===== config.mk =====
export PLATFORM = sky130hd
export DESIGN_NAME = shift_sequencer
export DESIGN_NICKNAME = d
export VERILOG_FILES = /design/src/rtl/shift_sequencer.sv
export SDC_FILE = /design/constraint.sdc
export NUM_CORES = 1
export LEC_CHECK = 0
export ABC_AREA = 1
export BUFFER_PORTS_ARGS = -buffer_cell sky130_fd_sc_hd__clkbuf_2
export CAP_MARGIN = 20
export CORE_ASPECT_RATIO = 2
export CORE_MARGIN = 2
export CORE_UTILIZATION = 25
export CTS_CLUSTER_SIZE = 40
export DETAILED_ROUTE_END_ITERATION = 10
export HOLD_SLACK_MARGIN = 0.05
export PLACE_DENSITY = 0.48
export SETUP_SLACK_MARGIN = 0.3
export SLEW_MARGIN = 0
export SYNTH_ARGS = -nofsm -noshare
export SYNTH_HDL_FRONTEND = slang
export SYNTH_SLANG_ARGS = --single-unit

===== constraint.sdc =====
create_clock -name clk -period 3.11 [get_ports clk]
set_input_delay 0.1555 -clock clk [delete_from_list [all_inputs] [get_ports clk]]
set_output_delay 0.1555 -clock clk [all_outputs]
set_load 0.03 [all_outputs]

===== src/rtl/shift_sequencer.sv =====
// rtl/shift_sequencer.sv - multicycle one-bit-per-cycle shift controller with amount-mux select
module shift_sequencer #(
  parameter int WIDTH = 32,
  parameter int AMT_W = 5
) (
  input  logic             clk,
  input  logic             reset,
  input  logic             start,
  input  logic [1:0]       op,
  input  logic [1:0]       amt_sel,
  input  logic [WIDTH-1:0] data_in,
  input  logic [WIDTH-1:0] amt_in,
  output logic [1:0]       ShiftAmt,
  output logic [WIDTH-1:0] result,
  output logic             done,
  output logic             busy,
  output logic             err
);

  localparam logic [1:0] OP_SLL  = 2'b00;
  localparam logic [1:0] OP_SRL  = 2'b01;
  localparam logic [1:0] OP_SRA  = 2'b10;
  localparam logic [1:0] ILLEGAL = 2'b11;

  typedef enum logic [1:0] {
    IDLE,
    SEL,
    SHIFT,
    DONE
  } state_t;

  state_t           state;
  logic [1:0]       op_q;
  logic [AMT_W-1:0] count;

  // Only the low AMT_W bits of the muxed amount matter; the rest are ignored.
  logic amt_unused;
  assign amt_unused = ^amt_in[WIDTH-1:AMT_W];

  // Sequencer: select the amount source, load operand, shift one bit per edge, pulse done.
  always_ff @(posedge clk) begin
    if (reset) begin
      state    <= IDLE;
      op_q     <= OP_SLL;
      count    <= '0;
      ShiftAmt <= 2'b00;
      result   <= '0;
      done     <= 1'b0;
      busy     <= 1'b0;
      err      <= 1'b0;
    end else begin
      case (state)
        IDLE: begin
          if (start) begin
            op_q     <= op;
            ShiftAmt <= amt_sel;
            busy     <= 1'b1;
            state    <= SEL;
          end
        end

        SEL: begin
          // The mux has had a full cycle to settle on ShiftAmt, so amt_in is valid here.
          if (op_q == ILLEGAL || ShiftAmt == ILLEGAL) begin
            err   <= 1'b1;
            done  <= 1'b1;
            state <= DONE;
          end else begin
            result <= data_in;
            count  <= amt_in[AMT_W-1:0];
            if (amt_in[AMT_W-1:0] == '0) begin
              done  <= 1'b1;
              state <= DONE;
            end else begin
              state <= SHIFT;
            end
          end
        end

        SHIFT: begin
          case (op_q)
            OP_SLL:  result <= {result[WIDTH-2:0], 1'b0};
            OP_SRL:  result <= {1'b0, result[WIDTH-1:1]};
            OP_SRA:  result <= {result[WIDTH-1], result[WIDTH-1:1]};
            default: result <= result;
          endcase
          count <= count - AMT_W'(1);
          if (count == AMT_W'(1)) begin
            done  <= 1'b1;
            state <= DONE;
          end
        end

        DONE: begin
          done  <= 1'b0;
          err   <= 1'b0;
          busy  <= 1'b0;
          state <= IDLE;
        end

        default: state <= IDLE;
      endcase
    end
  end

endmodule


==> impl_metrics.json <==
{
  "antenna_left": 0,
  "antenna_found_initial": 0,
  "use_met3": 0.01889,
  "dpl_worst_slack_ns": 1.104,
  "max_stage_delay_ns": 0.61,
  "synth_cells": 429,
  "seq_area_frac_synth": 0.3311,
  "drc": 0,
  "syn_nets": 511,
  "cts-resized-gates": 0,
  "fin_skew_ns": 0.006673,
  "cts_sinks": 46,
  "min_path_type": "in -> reg",
  "critPathMaxFanout": 39,
  "cts_max_level": 2,
  "grtUsageMet2": 0.2869,
  "grt_use_total": 0.1486,
  "hold_viol": 0,
  "path_clk_slew_ns": 0.07,
  "p_leak_uw": 0.001633,
  "crit_path_cell_trace": "inv_1 -> ha_1 -> inv_2 -> o21ai_0 -> o21ai_1 -> a21oi_1",
  "synth_flop_cell": "dfxtp_1",
  "fin_ws_ns": 1.090,
  "synth-edff-count": 0,
  "mostFrequentLayoutCells": "clkbuf_2, a21oi_1, nor2_1",
  "post_dp_cell_area_um2": 3249,
  "crit_required_ns": 3.30,
  "vias": 2974,
  "insertion_delay_ns": 0.30,
  "top_usage_layer": "met2",
  "peakVddDrop_uv": 426.5,
  "grt_overflow": 0,
  "cts_tree": "done",
  "die-area_um2": 12040,
  "multi_input_area_um2": 1498,
  "synthArstFlopShare": 0,
  "syn_avg_cell_area_um2": 6.483,
  "status": "finished clean",
  "slew_viol_final": 0,
  "cts-root-buf": "clkbuf_16",
  "dp_cells": 628,
  "swShare": 0.5280,
  "p_comb_frac": 0.584,
  "layout.cells.non_filler": 636,
  "wl_per_cell_um": 13.77,
  "mostFrequentLayoutCell": "clkbuf_2",
  "die_h_um": 153.2,
  "p_seq_frac": 0.268,
  "crit_path_end_kind": "flop",
  "p_int_uw": 2011,
  "port_buffers": 80,
  "power.switching_uw": 2250,
  "die_x_um": 78.59,
  "syn_area_um2": 2781,
  "clkPwrFrac": 0.149,
  "fin_nets": 577,
  "drtIter0Drc": 110,
  "fin_crit_sh": 0.6495,
  "wl_um": 8759,
  "use_met1": 0.1497,
  "drtPass1Iterations": 4,
  "max_freq_mhz": 495.1,
  "ios": 108,
  "area.sequential_um2": 920.9,
  "stdcell_area_um2": 3420,
  "start_util": 0.2557,
  "grt_pass1_wl_um": 14220,
  "placementRows": 54,
  "cts_buffers": 5,
  "rsz0062_at_grt": "no",
  "ys_ff_latch": 46,
  "worst_setup_path_start_kind": "flop",
  "first_global_vias": 2941,
  "critPathSlowestCell": "inv_2",
  "cts_buffer_depth": 2,
  "critical_path_class": "reg -> reg",
  "ys_types": 24,
  "crit_arrival_ns": 2.21,
  "maxSlewHeadroom": 0.4982,
  "core_region_area_um2": 10880,
  "max_cap_violations": 0,
  "whs_ns": 0.1075,
  "timing.setup.tns_ns": 0,
  "yosys_warnings": 0,
  "finalSetupViolations": 0,
  "gp_congestion": 0.8317,
  "min_period_ns": 2.020,
  "fillers": 1243,
  "grt_max_degree": 63,
  "post-cts-setup-buffers": 0,
  "cts_hold_buf": 0,
  "tightest_slew_ns": 0.7517,
  "syn2layout_area_growth_pct": 22.94,
  "diodes": 0,
  "routed_via_density": 4.676,
  "dpl.hpwl_um": 6283,
  "p_per_area_nw_per_um2": 1246,
  "layout-drive-gt1-share": 0.2036
}
## sequential cells by signal, summed over array words and instances, names as in the netlist
signal,flops
count,5
done,1
err,1
ShiftAmt,2
state,2
op_q,2
result,32
busy,1
## synth_stat cells, types with 2 or more instances
master | n | area [um2]
a21oi_1 | 68 | 340.3
buf_2 | 14 | 70.07
buf_4 | 5 | 37.54
buf_6 | 2 | 22.52
clkbuf_1 | 6 | 22.52
dfxtp_1 | 46 | 920.9
ha_1 | 11 | 137.6
inv_1 | 54 | 202.7
inv_2 | 2 | 7.510
nand2_1 | 59 | 221.5
nand2_2 | 3 | 18.77
nand3_1 | 35 | 175.2
nand4_1 | 8 | 50.05
nor2_1 | 61 | 229.0
o211ai_1 | 5 | 37.54
o21a_1 | 5 | 37.54
o21ai_0 | 11 | 55.05
o21ai_1 | 28 | 140.1
## through the flow
step	utilization	total power, uW
final	0.3144	4261
after CTS	0.3144	4311
after floorplan	-	3068
after global routing	0.3144	4678
after global placement	0.2987	3622
after detailed placement	0.2987	3661
## cell families after synthesis
family / share of synthesized area
compound gates: 0.2263
mux: 0.003599
flops: 0.3311
buf+inv: 0.1305
simple gates: 0.2560
fa+ha+maj: 0.04948
xor+xnor: 0.003149
## power by group through the flow
stage	Sequential (uW)	Combinational, uW	Clock [uW]
after detailed placement	1160	2510	0
after CTS	1140	2510	653
after global routing	1180	2830	670
after global placement	1150	2470	0
final	1140	2490	634
after floorplan	1500	1570	0
## worst max-delay path, delay by kind of cell, from the launching register on
family | cells | cell delay (ns)
AO/OA/AOI/OAI | 3 | 0.45
buffers and inverters | 2 | 0.71
flip-flops | 1 | 0.40
adder cells (fa/ha/maj) | 1 | 0.34
## final timing paths
| check | endpoint | slack (ns) | cells after the start | start |
|---|---|---|---|---|
| max | count[0]$_SDFFE_PP0P_ | 1.09 | 6 | state[0]$_SDFFE_PP0P_ |
| min reg2reg | done$_SDFFE_PP0P_ | 0.46 | 2 | done$_SDFFE_PP0P_ |
| max reg2reg | count[0]$_SDFFE_PP0P_ | 1.09 | 6 | state[0]$_SDFFE_PP0P_ |
| min | ShiftAmt[0]$_SDFFE_PP0P_ | 0.11 | 3 | amt_sel[0] |
## final cells by class
class / count / share of cell area
clock buffer: 5 / 0.03659
clock inverter: 3 / 0.01317
inverter: 56 / 0.06147
multi-input combinational: 300 / 0.4380
sequential: 46 / 0.2693
tap: 140 / 0.05123
timing repair buffer: 86 / 0.1303
## layer usage
layer	wire length, um	part of all wire	up-vias
li1	-	-	1529
met1	3308	0.38	1373
met2	4976	0.57	55
met3	238	0.027	17
met4	236	0.027	0
met5	0	0	-
(Power assumes the default switching activity.)
